==> src/rtl/sfifo_pkg.sv <==
// sfifo_pkg: burst controller state encoding and default burst length,
// shared by the controller and anything that decodes its state.
package sfifo_pkg;
    typedef enum logic [1:0] {IDLE, REQ, XFER, WAIT_LAST} state_t;
    localparam int BURST_DEF = 4;
endpackage

==> src/rtl/sfifo_burst_ctrl_if.sv <==
// sfifo_burst_ctrl_if: FIFO-side, arbiter-side and downstream stream signals of the burst controller.
interface sfifo_burst_ctrl_if #(
    parameter int WIDTH  = 18,
    parameter int PWIDTH = 4
);
    logic              write_i;
    logic              full_i;
    logic              empty_i;
    logic              read_o;
    logic [WIDTH-1:0]  fifo_data_i;
    logic              flush_i;
    logic              req_o;
    logic              gnt_i;
    logic [WIDTH-1:0]  data_o;
    logic              valid_o;
    logic              ready_i;
    logic              last_o;
    logic [PWIDTH:0]   level_o;
    logic              busy_o;
    modport master (
        input  write_i, full_i, empty_i, fifo_data_i, flush_i, gnt_i, ready_i,
        output read_o, req_o, data_o, valid_o, last_o, level_o, busy_o
    );
    modport slave (
        output write_i, full_i, empty_i, fifo_data_i, flush_i, gnt_i, ready_i,
        input  read_o, req_o, data_o, valid_o, last_o, level_o, busy_o
    );
endinterface

==> src/rtl/sfifo_skid2.sv <==
// sfifo_skid2: two-entry output buffer; the head always lives in entry 0
// so the downstream data comes straight from a flop.
module sfifo_skid2 #(
    parameter int WIDTH = 18
) (
    input  logic             clock_i,
    input  logic             reset_i,
    input  logic             push_i,
    input  logic             pop_i,
    input  logic [WIDTH-1:0] data_i,
    output logic [1:0]       count_o,
    output logic [WIDTH-1:0] head_o
);
    logic [1:0]       cnt_q, cnt_d, rem;
    logic [WIDTH-1:0] e0_q, e0_d, e1_q, e1_d;
    logic             pop;
    assign pop = pop_i && (cnt_q != 2'd0);
    // a push lands in the slot left free after this cycle's pop
    always_comb begin
        rem   = cnt_q - {1'b0, pop};
        e0_d  = (push_i && rem == 2'd0) ? data_i : pop ? e1_q : e0_q;
        e1_d  = (push_i && rem == 2'd1) ? data_i : e1_q;
        cnt_d = rem + {1'b0, push_i};
    end
    always_ff @(posedge clock_i or posedge reset_i) begin
        if (reset_i) begin
            cnt_q <= 2'd0;
            e0_q  <= '0;
            e1_q  <= '0;
        end else begin
            cnt_q <= cnt_d;
            e0_q  <= e0_d;
            e1_q  <= e1_d;
        end
    end
    assign count_o = cnt_q;
    assign head_o  = e0_q;
endmodule

==> src/rtl/sfifo_burst_ctrl.sv <==
// sfifo_burst_ctrl: tracks FIFO occupancy, requests the downstream arbiter once a
// burst (or a flushed partial burst) is available, and streams it out with last_o.
module sfifo_burst_ctrl
    import sfifo_pkg::*;
#(
    parameter int WIDTH  = 18,
    parameter int SIZE   = 16,
    parameter int PWIDTH = 4,
    parameter int BURST  = BURST_DEF
) (
    input logic                clock_i,
    input logic                reset_i,
    sfifo_burst_ctrl_if.master bus
);
    localparam logic [PWIDTH:0] ONE     = (PWIDTH+1)'(1);
    localparam logic [PWIDTH:0] SIZE_L  = (PWIDTH+1)'(SIZE);
    localparam logic [PWIDTH:0] BURST_L = (PWIDTH+1)'(BURST);
    state_t          state_q, state_d;
    logic [PWIDTH:0] level_q, level_d, rem_q, rem_d;
    logic            infl_q, infl_d, infl_last_q, infl_last_d;
    logic            wr, rd, pop;
    logic [1:0]      buf_cnt;
    logic [2:0]      occ;
    logic [WIDTH:0]  head;
    assign wr  = bus.write_i & ~bus.full_i;
    assign pop = bus.valid_o & bus.ready_i;
    // beats already committed to the buffer after this cycle's pop; reads stop at 2
    assign occ = {1'b0, buf_cnt} + {2'b0, infl_q} - {2'b0, pop};
    assign rd  = (state_q == XFER) && (rem_q != '0) && !bus.empty_i && (occ < 3'd2);
    always_comb begin
        state_d     = state_q;
        rem_d       = rem_q;
        infl_d      = rd;
        infl_last_d = rd && (rem_q == ONE);
        level_d     = (wr && !rd && level_q != SIZE_L) ? level_q + ONE :
                      (rd && !wr && level_q != '0)     ? level_q - ONE : level_q;
        case (state_q)
            IDLE: if (level_q >= BURST_L || (bus.flush_i && level_q != '0)) begin
                state_d = REQ;
                rem_d   = (level_q < BURST_L) ? level_q : BURST_L;
            end
            REQ: state_d = bus.gnt_i ? XFER : REQ;
            XFER: begin
                rem_d   = rd ? rem_q - ONE : rem_q;
                state_d = infl_last_d ? WAIT_LAST : XFER;
            end
            default: state_d = (pop && head[WIDTH]) ? IDLE : WAIT_LAST;
        endcase
    end
    always_ff @(posedge clock_i or posedge reset_i) begin
        if (reset_i) begin
            state_q     <= IDLE;
            level_q     <= '0;
            rem_q       <= '0;
            infl_q      <= 1'b0;
            infl_last_q <= 1'b0;
        end else begin
            state_q     <= state_d;
            level_q     <= level_d;
            rem_q       <= rem_d;
            infl_q      <= infl_d;
            infl_last_q <= infl_last_d;
        end
    end
    // the last flag travels with its data word through the buffer
    sfifo_skid2 #(.WIDTH(WIDTH + 1)) u_skid (
        .clock_i (clock_i),
        .reset_i (reset_i),
        .push_i  (infl_q),
        .pop_i   (pop),
        .data_i  ({infl_last_q, bus.fifo_data_i}),
        .count_o (buf_cnt),
        .head_o  (head)
    );
    assign bus.read_o  = rd;
    assign bus.req_o   = (state_q == REQ);
    assign bus.valid_o = (buf_cnt != 2'd0);
    assign bus.data_o  = head[WIDTH-1:0];
    assign bus.last_o  = bus.valid_o & head[WIDTH];
    assign bus.level_o = level_q;
    assign bus.busy_o  = (state_q != IDLE);
endmodule
==> src/flat_wrapper.sv <==
// flat-port wrapper written by rule: the top's interface ports become plain ports
module sfifo_burst_ctrl_flat import sfifo_pkg::*;
#(
    parameter int WIDTH  = 18,
    parameter int SIZE   = 16,
    parameter int PWIDTH = 4,
    parameter int BURST  = BURST_DEF
)
  (clock_i, reset_i, bus_write_i, bus_full_i, bus_empty_i, bus_fifo_data_i, bus_flush_i, bus_gnt_i, bus_ready_i, bus_read_o, bus_req_o, bus_data_o, bus_valid_o, bus_last_o, bus_level_o, bus_busy_o);
  sfifo_burst_ctrl_if #(.WIDTH(WIDTH), .PWIDTH(PWIDTH)) bus_i ();
  input logic clock_i;
  input logic reset_i;
  input wire logic [$bits(bus_i.write_i)-1:0] bus_write_i;
  input wire logic [$bits(bus_i.full_i)-1:0] bus_full_i;
  input wire logic [$bits(bus_i.empty_i)-1:0] bus_empty_i;
  input wire logic [$bits(bus_i.fifo_data_i)-1:0] bus_fifo_data_i;
  input wire logic [$bits(bus_i.flush_i)-1:0] bus_flush_i;
  input wire logic [$bits(bus_i.gnt_i)-1:0] bus_gnt_i;
  input wire logic [$bits(bus_i.ready_i)-1:0] bus_ready_i;
  output wire logic [$bits(bus_i.read_o)-1:0] bus_read_o;
  output wire logic [$bits(bus_i.req_o)-1:0] bus_req_o;
  output wire logic [$bits(bus_i.data_o)-1:0] bus_data_o;
  output wire logic [$bits(bus_i.valid_o)-1:0] bus_valid_o;
  output wire logic [$bits(bus_i.last_o)-1:0] bus_last_o;
  output wire logic [$bits(bus_i.level_o)-1:0] bus_level_o;
  output wire logic [$bits(bus_i.busy_o)-1:0] bus_busy_o;
  assign bus_i.write_i = bus_write_i;
  assign bus_i.full_i = bus_full_i;
  assign bus_i.empty_i = bus_empty_i;
  assign bus_i.fifo_data_i = bus_fifo_data_i;
  assign bus_i.flush_i = bus_flush_i;
  assign bus_i.gnt_i = bus_gnt_i;
  assign bus_i.ready_i = bus_ready_i;
  assign bus_read_o = bus_i.read_o;
  assign bus_req_o = bus_i.req_o;
  assign bus_data_o = bus_i.data_o;
  assign bus_valid_o = bus_i.valid_o;
  assign bus_last_o = bus_i.last_o;
  assign bus_level_o = bus_i.level_o;
  assign bus_busy_o = bus_i.busy_o;
  sfifo_burst_ctrl #(.WIDTH(WIDTH), .SIZE(SIZE), .PWIDTH(PWIDTH), .BURST(BURST)) u_core (.clock_i(clock_i), .reset_i(reset_i), .bus(bus_i));
endmodule
==> config.mk <==
export PLATFORM = sky130hd
export DESIGN_NAME = sfifo_burst_ctrl_flat
export DESIGN_NICKNAME = d
export VERILOG_FILES = /design/src/rtl/sfifo_pkg.sv /design/src/rtl/sfifo_burst_ctrl_if.sv /design/src/rtl/sfifo_skid2.sv /design/src/rtl/sfifo_burst_ctrl.sv /design/src/flat_wrapper.sv
export SDC_FILE = /design/constraint.sdc
export NUM_CORES = 1
export LEC_CHECK = 0
export CAP_MARGIN = 20
export CORE_MARGIN = 2
export CORE_UTILIZATION = 45
export CTS_CLUSTER_SIZE = 14
export DETAILED_ROUTE_END_ITERATION = 8
export PLACE_DENSITY = 0.69
export SLEW_MARGIN = 20
export SYNTH_ARGS = -nofsm -noshare
export SYNTH_HDL_FRONTEND = slang
export SYNTH_SLANG_ARGS = --single-unit
==> constraint.sdc <==
create_clock -name clock_i -period 12.7 [get_ports clock_i]
set_input_delay 3.81 -clock clock_i [delete_from_list [all_inputs] [get_ports clock_i]]
set_output_delay 3.81 -clock clock_i [all_outputs]
set_load 0.02 [all_outputs]
==> results of run 1 <==
==> logic make-up (layout without fill, tap and decap cells) <==
group           Yosys count  in the layout  synth area share, %
flops                    54             54                 47.1
fa+ha+maj                11             11                 5.32
mux                      41             41                 15.1
xor+xnor                  8              8                 2.44
compound gates           47             47                 10.8
buf+inv                  38             73                 7.76
simple gates             69             69                 11.5
==> layout make-up <==
cell class,instances,area [µm²],area share (%)
flip-flops and latches,54,1350,39.2
well taps,77,96.3,2.80
clock inverters,2,37.5,1.09
inverters,9,36.3,1.05
clock buffers,6,72.6,2.11
multi-input cells,176,1300,37.6
repair buffers,56,553,16.1
==> sequential cells by signal, indices dropped and copies added (netlist names) <==
| signal | flops |
|---|---|
| u_core.u_skid.e1_q | 19 |
| u_core.u_skid.head_o | 19 |
| u_core.bus.level_o | 5 |
| u_core.rem_q | 5 |
| u_core.state_q | 2 |
| u_core.u_skid.count_o | 2 |
| u_core.infl_last_q | 1 |
| u_core.infl_q | 1 |
==> stage by stage <==
stage	utilization, %	std cells	instance area (µm²)
floorplan	-	268	2870
global placement	53.4	372	3330
detailed placement	53.4	372	3330
CTS	55.2	380	3440
global route	55.2	380	3440
finish	55.2	380	3440
==> worst max-delay path by stage <==
stage,start,end,cells after the start
after detailed placement,bus_ready_i,bus_read_o,9
after global placement,bus_ready_i,bus_read_o,9
final,bus_ready_i,bus_read_o,9
after global routing,bus_ready_i,bus_read_o,9
after floorplan,bus_ready_i,bus_read_o,9
after CTS,bus_ready_i,bus_read_o,9
==> routing by layer <==
metal  vias up  GRT usage, %
met5         -             0
met4         0          6.60
met3         8          2.87
met2        37          26.5
met1       980          21.9
li1        997             -
==> synthesized netlist by cell type, drive strengths merged <==
master / instances / share of area (%)
mux2: 19 / 7.5
a221oi: 1 / 0.31
clkbuf: 6 / 0.78
a21o: 3 / 0.78
ha: 9 / 3.9
xor2: 2 / 0.61
nor3: 4 / 0.87
a22oi: 2 / 0.52
nand3: 2 / 0.35
nand2: 10 / 1.3
nor2: 32 / 4.2
mux2i: 22 / 7.7
buf: 23 / 5.8
nand2b: 5 / 1.1
o31a: 1 / 0.31
nor4: 4 / 0.87
xnor2: 6 / 1.8
a41oi: 2 / 0.61
nor2b: 1 / 0.22
dfrtp: 54 / 47
a31oi: 2 / 0.44
a21oi: 23 / 4.0
and2: 4 / 0.87
a311oi: 2 / 0.61
nor4b: 1 / 0.31
o22ai: 1 / 0.22
a32oi: 1 / 0.31
fa: 2 / 1.4
a22o: 1 / 0.31
and3b: 1 / 0.31
o21ai: 5 / 0.87
or4: 1 / 0.26
or2: 1 / 0.22
a211oi: 2 / 0.52
a2111oi: 1 / 0.96
and3: 3 / 0.65
inv: 9 / 1.2
==> critical path, cell delays in order <==
cell	delay, ns
clkdlybuf4s50_1	0.44
and2_1	0.11
buf_4	0.35
ha_1	0.30
nand2b_1	0.16
fa_1	0.40
xor2_1	0.20
a2111oi_4	0.35
clkdlybuf4s50_1	0.66
==> report_power, final <==
group	total, µW	switching [µW]	internal [µW]
combinational	433	217	216
sequential	311	62.7	248
clock	114	55.3	58.9
total	858	335	523
==> layout by cell type, fill, tap and decap left out, drive strengths merged, types with 6 or more instances in the layout <==
master / instances
clkdlybuf4s50: 53
inv: 9
nor2: 32
mux2i: 22
dfrtp: 54
nand2: 10
xnor2: 6
mux2: 19
clkbuf: 6
a21oi: 23
ha: 9
==> metrics.yaml, run 1 <==
timing:
  hold_ws_ns: 0.515
  setup_viol: 0
  rsz0062_at_grt: "false"
  max_slew.worst_pin.slew_ns: 0.944
  min_period_ns: 10.60
  max_freq_mhz: 94.4
  clock_skew_ns: 0.00757
  slew_viol_final: 0
  hold_violations: 0
  setup_tns_ns: 0
  worst_slack_ns: 2.10
  slew_headroom_pct: 37.1
  finalCritPeriodShare_pct: 83.4
status:
  status: "complete, no violations"
floorplanning:
  ios: 54
  rows: 29
  die_width_um: 83.9
  fp.coreArea_mm2: 0.00624
  start_util_pct: 46.0
  design.die.area_mm2: 0.00703
  die_h_um: 83.9
detailed_routing:
  wl_per_cell_um: 14.3
  drtIter0Drc: 114
  via_per_inst: 5.32
  first_pass_iters: 4
  met1_length_um: 2460
  ant_nets: 0
  vias: 2022
  wirelength_um: 5430
  drc: 0
  route.met2.wl_um: 2710
  highest_layer: "met4"
  wl_met3_um: 175
global_routing:
  grt_pass1_vias: 1985
  grt_first_pass_wirelength_um: 9300
  grt_overflow: 0
  grt_max_degree: 55
  antenna_found_initial: 0
  grt_util_all_layers_pct: 16.4
job:
  cap_violations: 0
clocking:
  clk_pin_slew_worst_paths_ns: 0.09
  cts.repair.resized: 0
  cts_inserted_buffers: 5
  cts_buffer_depth: 2
  cts_tree: "built"
  cts_sinks: 54
  clk_latency_ns: 0.31
  post_cts_buffers: 0
  root_buffer: "clkbuf_8"
  holdBufCountCts: 0
  htree_levels: 2
setup_path:
  r2r_end: "u_core.bus.level_o[4]$_DFFE_PP0P_"
  regToRegSetupSlack_ns: 8.15
  crit_arrival_ns: 6.79
  critPathKind: "in -> out"
  crit_required_ns: 8.89
  worstPathMaxFanout: 23
  worst-r2r-cell-count: 17
  end_kind: "primary output"
  r2r-start: "u_core.u_skid.count_o[1]$_DFF_PP0_"
  cp-start-kind: "input pin"
place:
  portBuffers: 53
  hpwl_um: 3710
  place_congestion: 0.824
  pre_cts_slack_ns: 2.07
power_and_ir_drop:
  power.density_mw_per_mm2: 249
  power_uw: 858
  leakagePower_uw: 0.00150
  peakVddDrop_v: 0.000128
synth:
  syn_avg_cell_area_um2: 10.7
  syn-num-nets: 305
  ys_ff_latch: 54
  yosysUniqueCellTypes: 40
  synth_warnings: 0
  syn_area_mm2: 0.00287
  syn_inst: 268
  ys_seq_area_share_pct: 47.1
finish:
  drive_above_1_share_pct: 10.9
  areaGrowthSynthToFinish_pct: 20.0
  antenna_cells: 0
  fillers: 551
  fin_nets: 339
worst_hold_path:
  hold_depth: 1
  min_to: "u_core.u_skid.e1_q[3]$_DFFE_PP0P_"
  hold_start: "u_core.u_skid.e1_q[3]$_DFFE_PP0P_"
  hold_path_class: "reg -> reg"
Note: power is estimated with default switching activity, not from simulation.
==> run 2, diff against run 1 <==
==> constraint.sdc (replaced) <==
create_clock -name clock_i -period 11 [get_ports clock_i]
set_input_delay 3.3 -clock clock_i [delete_from_list [all_inputs] [get_ports clock_i]]
set_output_delay 3.3 -clock clock_i [all_outputs]
set_load 0.02 [all_outputs]
==> run 2 against run 1 <==
Against the previous run: die area stayed put; non-clock buffer count is 1 higher; clock skew is 0.0033 ns higher; sequential share of layout area is 0.42 points lower; worst setup slack worse by 0.66 ns; first-iteration DRC count is 21% lower.
==> metrics.yaml, run 2 (same netlist as run 1, synthesis figures left out) <==
timing:
  worst_slack_ns: 1.44  # was 2.10 ns
  min_period_ns: 9.56
  finalCritPeriodShare_pct: 86.9
  setup_viol: 0  # unchanged
  slew_viol_final: 0  # unchanged
  rsz0062_at_grt: "false"  # unchanged
  max_slew.worst_pin.slew_ns: 0.908  # was 0.944 ns
  slew_headroom_pct: 39.5  # was 37.1%
  max_freq_mhz: 105
  clock_skew_ns: 0.0109  # was 0.00757 ns
  hold_violations: 0  # unchanged
  setup_tns_ns: 0  # unchanged
clocking:
  cts_buffer_depth: 2  # unchanged
  htree_levels: 2  # unchanged
  clk_latency_ns: 0.31  # about the same
  clk_pin_slew_worst_paths_ns: 0.09  # about the same
  cts.repair.resized: 0  # unchanged
  cts_sinks: 54  # unchanged
  cts_tree: "built"  # unchanged
  root_buffer: "clkbuf_8"  # unchanged
  holdBufCountCts: 0  # unchanged
  cts_inserted_buffers: 5  # unchanged
  post_cts_buffers: 0  # unchanged
global_routing:
  grt_util_all_layers_pct: 16.3  # was 16.4%
  grt_overflow: 0  # unchanged
  grt_first_pass_wirelength_um: 9250  # was 9300 µm
  antenna_found_initial: 0  # unchanged
  grt_max_degree: 55  # unchanged
  grt_pass1_vias: 1945  # was 1985
job:
  cap_violations: 0  # unchanged
place:
  place_congestion: 0.838  # was 0.824
  hpwl_um: 3750  # was 3710 µm
  portBuffers: 53  # unchanged
  pre_cts_slack_ns: 1.44  # was 2.07 ns
detailed_routing:
  first_pass_iters: 4  # unchanged
  vias: 2028  # was 2022
  route.met2.wl_um: 2730  # was 2710 µm
  wirelength_um: 5510  # was 5430 µm
  highest_layer: "met4"  # unchanged
  wl_met3_um: 191  # was 175 µm
  drtIter0Drc: 90  # was 114
  ant_nets: 0  # unchanged
  drc: 0  # unchanged
  met1_length_um: 2520  # was 2460 µm
  wl_per_cell_um: 14.5  # was 14.3 µm
  via_per_inst: 5.32  # about the same
floorplanning:
  ios: 54  # unchanged
  fp.coreArea_mm2: 0.00624  # unchanged
  start_util_pct: 46.0  # unchanged
  design.die.area_mm2: 0.00703  # unchanged
  die_width_um: 83.9  # unchanged
  die_h_um: 83.9  # unchanged
  rows: 29  # unchanged
finish:
  antenna_cells: 0  # unchanged
  multiInputGateArea_mm2: 0.00130  # unchanged
  drive_above_1_share_pct: 11.5  # was 10.9%
  regArea_mm2: 0.00135  # unchanged
  areaGrowthSynthToFinish_pct: 21.3  # was 20.0%
  fin_nets: 340  # was 339
  layout_common_cells: "dfrtp_1, clkdlybuf4s50_1, nor2_1"  # unchanged
  fillers: 557  # was 551
  mostFrequentLayoutCell: "dfrtp_1"  # unchanged
setup_path:
  end_kind: "primary output"  # unchanged
  cpMaxStageDelayCell: "clkdlybuf4s50_1"  # unchanged
  cp-start-kind: "input pin"  # unchanged
  cpMostUsedCell: "clkdlybuf4s50_1"  # unchanged
  critical_path.max_stage_delay_ns: 0.66  # about the same
  cp.buffers_inverters: 3  # unchanged
  path_cells: "clkdlybuf4s50_1 > and2_1 > buf_4 > ha_1 > nand2b_1 > fa_1 > xor2_1 > a2111oi_4 > clkdlybuf4s50_1"  # unchanged
  crit_required_ns: 7.70  # was 8.89 ns
  worstPathMaxFanout: 23  # unchanged
  cp_top_family: "buffers and inverters"  # unchanged
  critPathKind: "in -> out"  # unchanged
  crit_arrival_ns: 6.26  # was 6.79 ns
power_and_ir_drop:
  leakagePower_uw: 0.00153  # was 0.00150 µW
  peakVddDrop_v: 0.000136  # was 0.000128 V
  power.density_mw_per_mm2: 293  # was 249 mW/mm²
status:
  status: "complete, no violations"  # unchanged
worst_hold_path:
  hold_path_class: "reg -> reg"  # unchanged
run 2: changes by cell type in the layout (fill, tap and decap cells not counted), sizes merged:
| cell | delta |
|---|---|
| clkinvlp | -1 |
| buf | +1 |
| bufinv | +1 |
run 2: final timing paths:
| check | startpoint | end | slack, ns | cells after the start |
|---|---|---|---|---|
| worst max-delay path | bus_ready_i | bus_read_o | 1.44 | 9 |
| worst min-delay path | u_core.u_skid.e1_q[18]$_DFFE_PP0P_ | u_core.u_skid.e1_q[18]$_DFFE_PP0P_ | 0.51 | 1 |
| worst max register to register | u_core.u_skid.count_o[1]$_DFF_PP0_ | u_core.bus.level_o[4]$_DFFE_PP0P_ | 6.45 | 17 |
| worst min register to register | u_core.u_skid.e1_q[18]$_DFFE_PP0P_ | u_core.u_skid.e1_q[18]$_DFFE_PP0P_ | 0.51 | 1 |
| max in group asynchronous | reset_i | u_core.bus.level_o[1]$_DFFE_PP0P_ | 7.05 | 3 |
| min in group asynchronous | reset_i | u_core.rem_q[2]$_DFFE_PP0P_ | 3.48 | 3 |
run 2: per-stage QoR:
stage               hold slack [ns]  area [µm²]  power, µW  instances  utilization (%)
finish                        0.513        3480       1020        381             55.8
global route                  0.529        3480       1100        381             55.8
CTS                           0.517        3480       1030        381             55.8
detailed placement            0.496        3340        867        373             53.5
global placement              0.489        3340        849        373             53.5
floorplan                     0.480        2870        738        268                -
run 2: area by class of cell:
type	count	area share (%)
multi-input combinational	176	37.2
clock inverter	2	1.73
sequential	54	38.8
tap	77	2.77
timing repair buffer	57	16.1
clock buffer	6	2.37
inverter	9	0.971
run 2: metal layers:
metal / track usage [%] / vias up
met5: 0 / -
met4: 4.25 / 0
met3: 4.15 / 6
met2: 26.0 / 34
met1: 22.2 / 1002
li1: - / 986
run 2: worst reg2reg max path, cell delays in order (launching register included):
cell       delay, ns
dfrtp_1         0.45
or2_2           0.34
and2_1          0.17
buf_4           0.25
ha_1            0.33
nand2b_1        0.15
fa_1            0.38
xor2_1          0.26
a2111oi_4       0.09
buf_4           0.22
nor2_1          0.27
nand2_1         0.19
fa_1            0.43
a21o_1          0.20
a21oi_1         0.29
nor3_1          0.08
a311oi_1        0.26
a21oi_1         0.06
run 2: where the power goes:
part           leakage [µW]  switching, µW  internal [µW]
logic              0.000792            249            249
clock network     0.0000714           63.5           97.0
registers          0.000665           74.6            287
total               0.00153            387            633
==> run 3, diff against run 2 <==
--- a/config.mk
+++ b/config.mk
@@ -11,7 +11,7 @@
 export CTS_CLUSTER_SIZE = 14
 export DETAILED_ROUTE_END_ITERATION = 8
 export PLACE_DENSITY = 0.69
-export SLEW_MARGIN = 20
+export SLEW_MARGIN = 15
 export SYNTH_ARGS = -nofsm -noshare
 export SYNTH_HDL_FRONTEND = slang
 export SYNTH_SLANG_ARGS = --single-unit
==> results of run 3 <==
Final layout, timing and power as in run 2 (identical DEF).
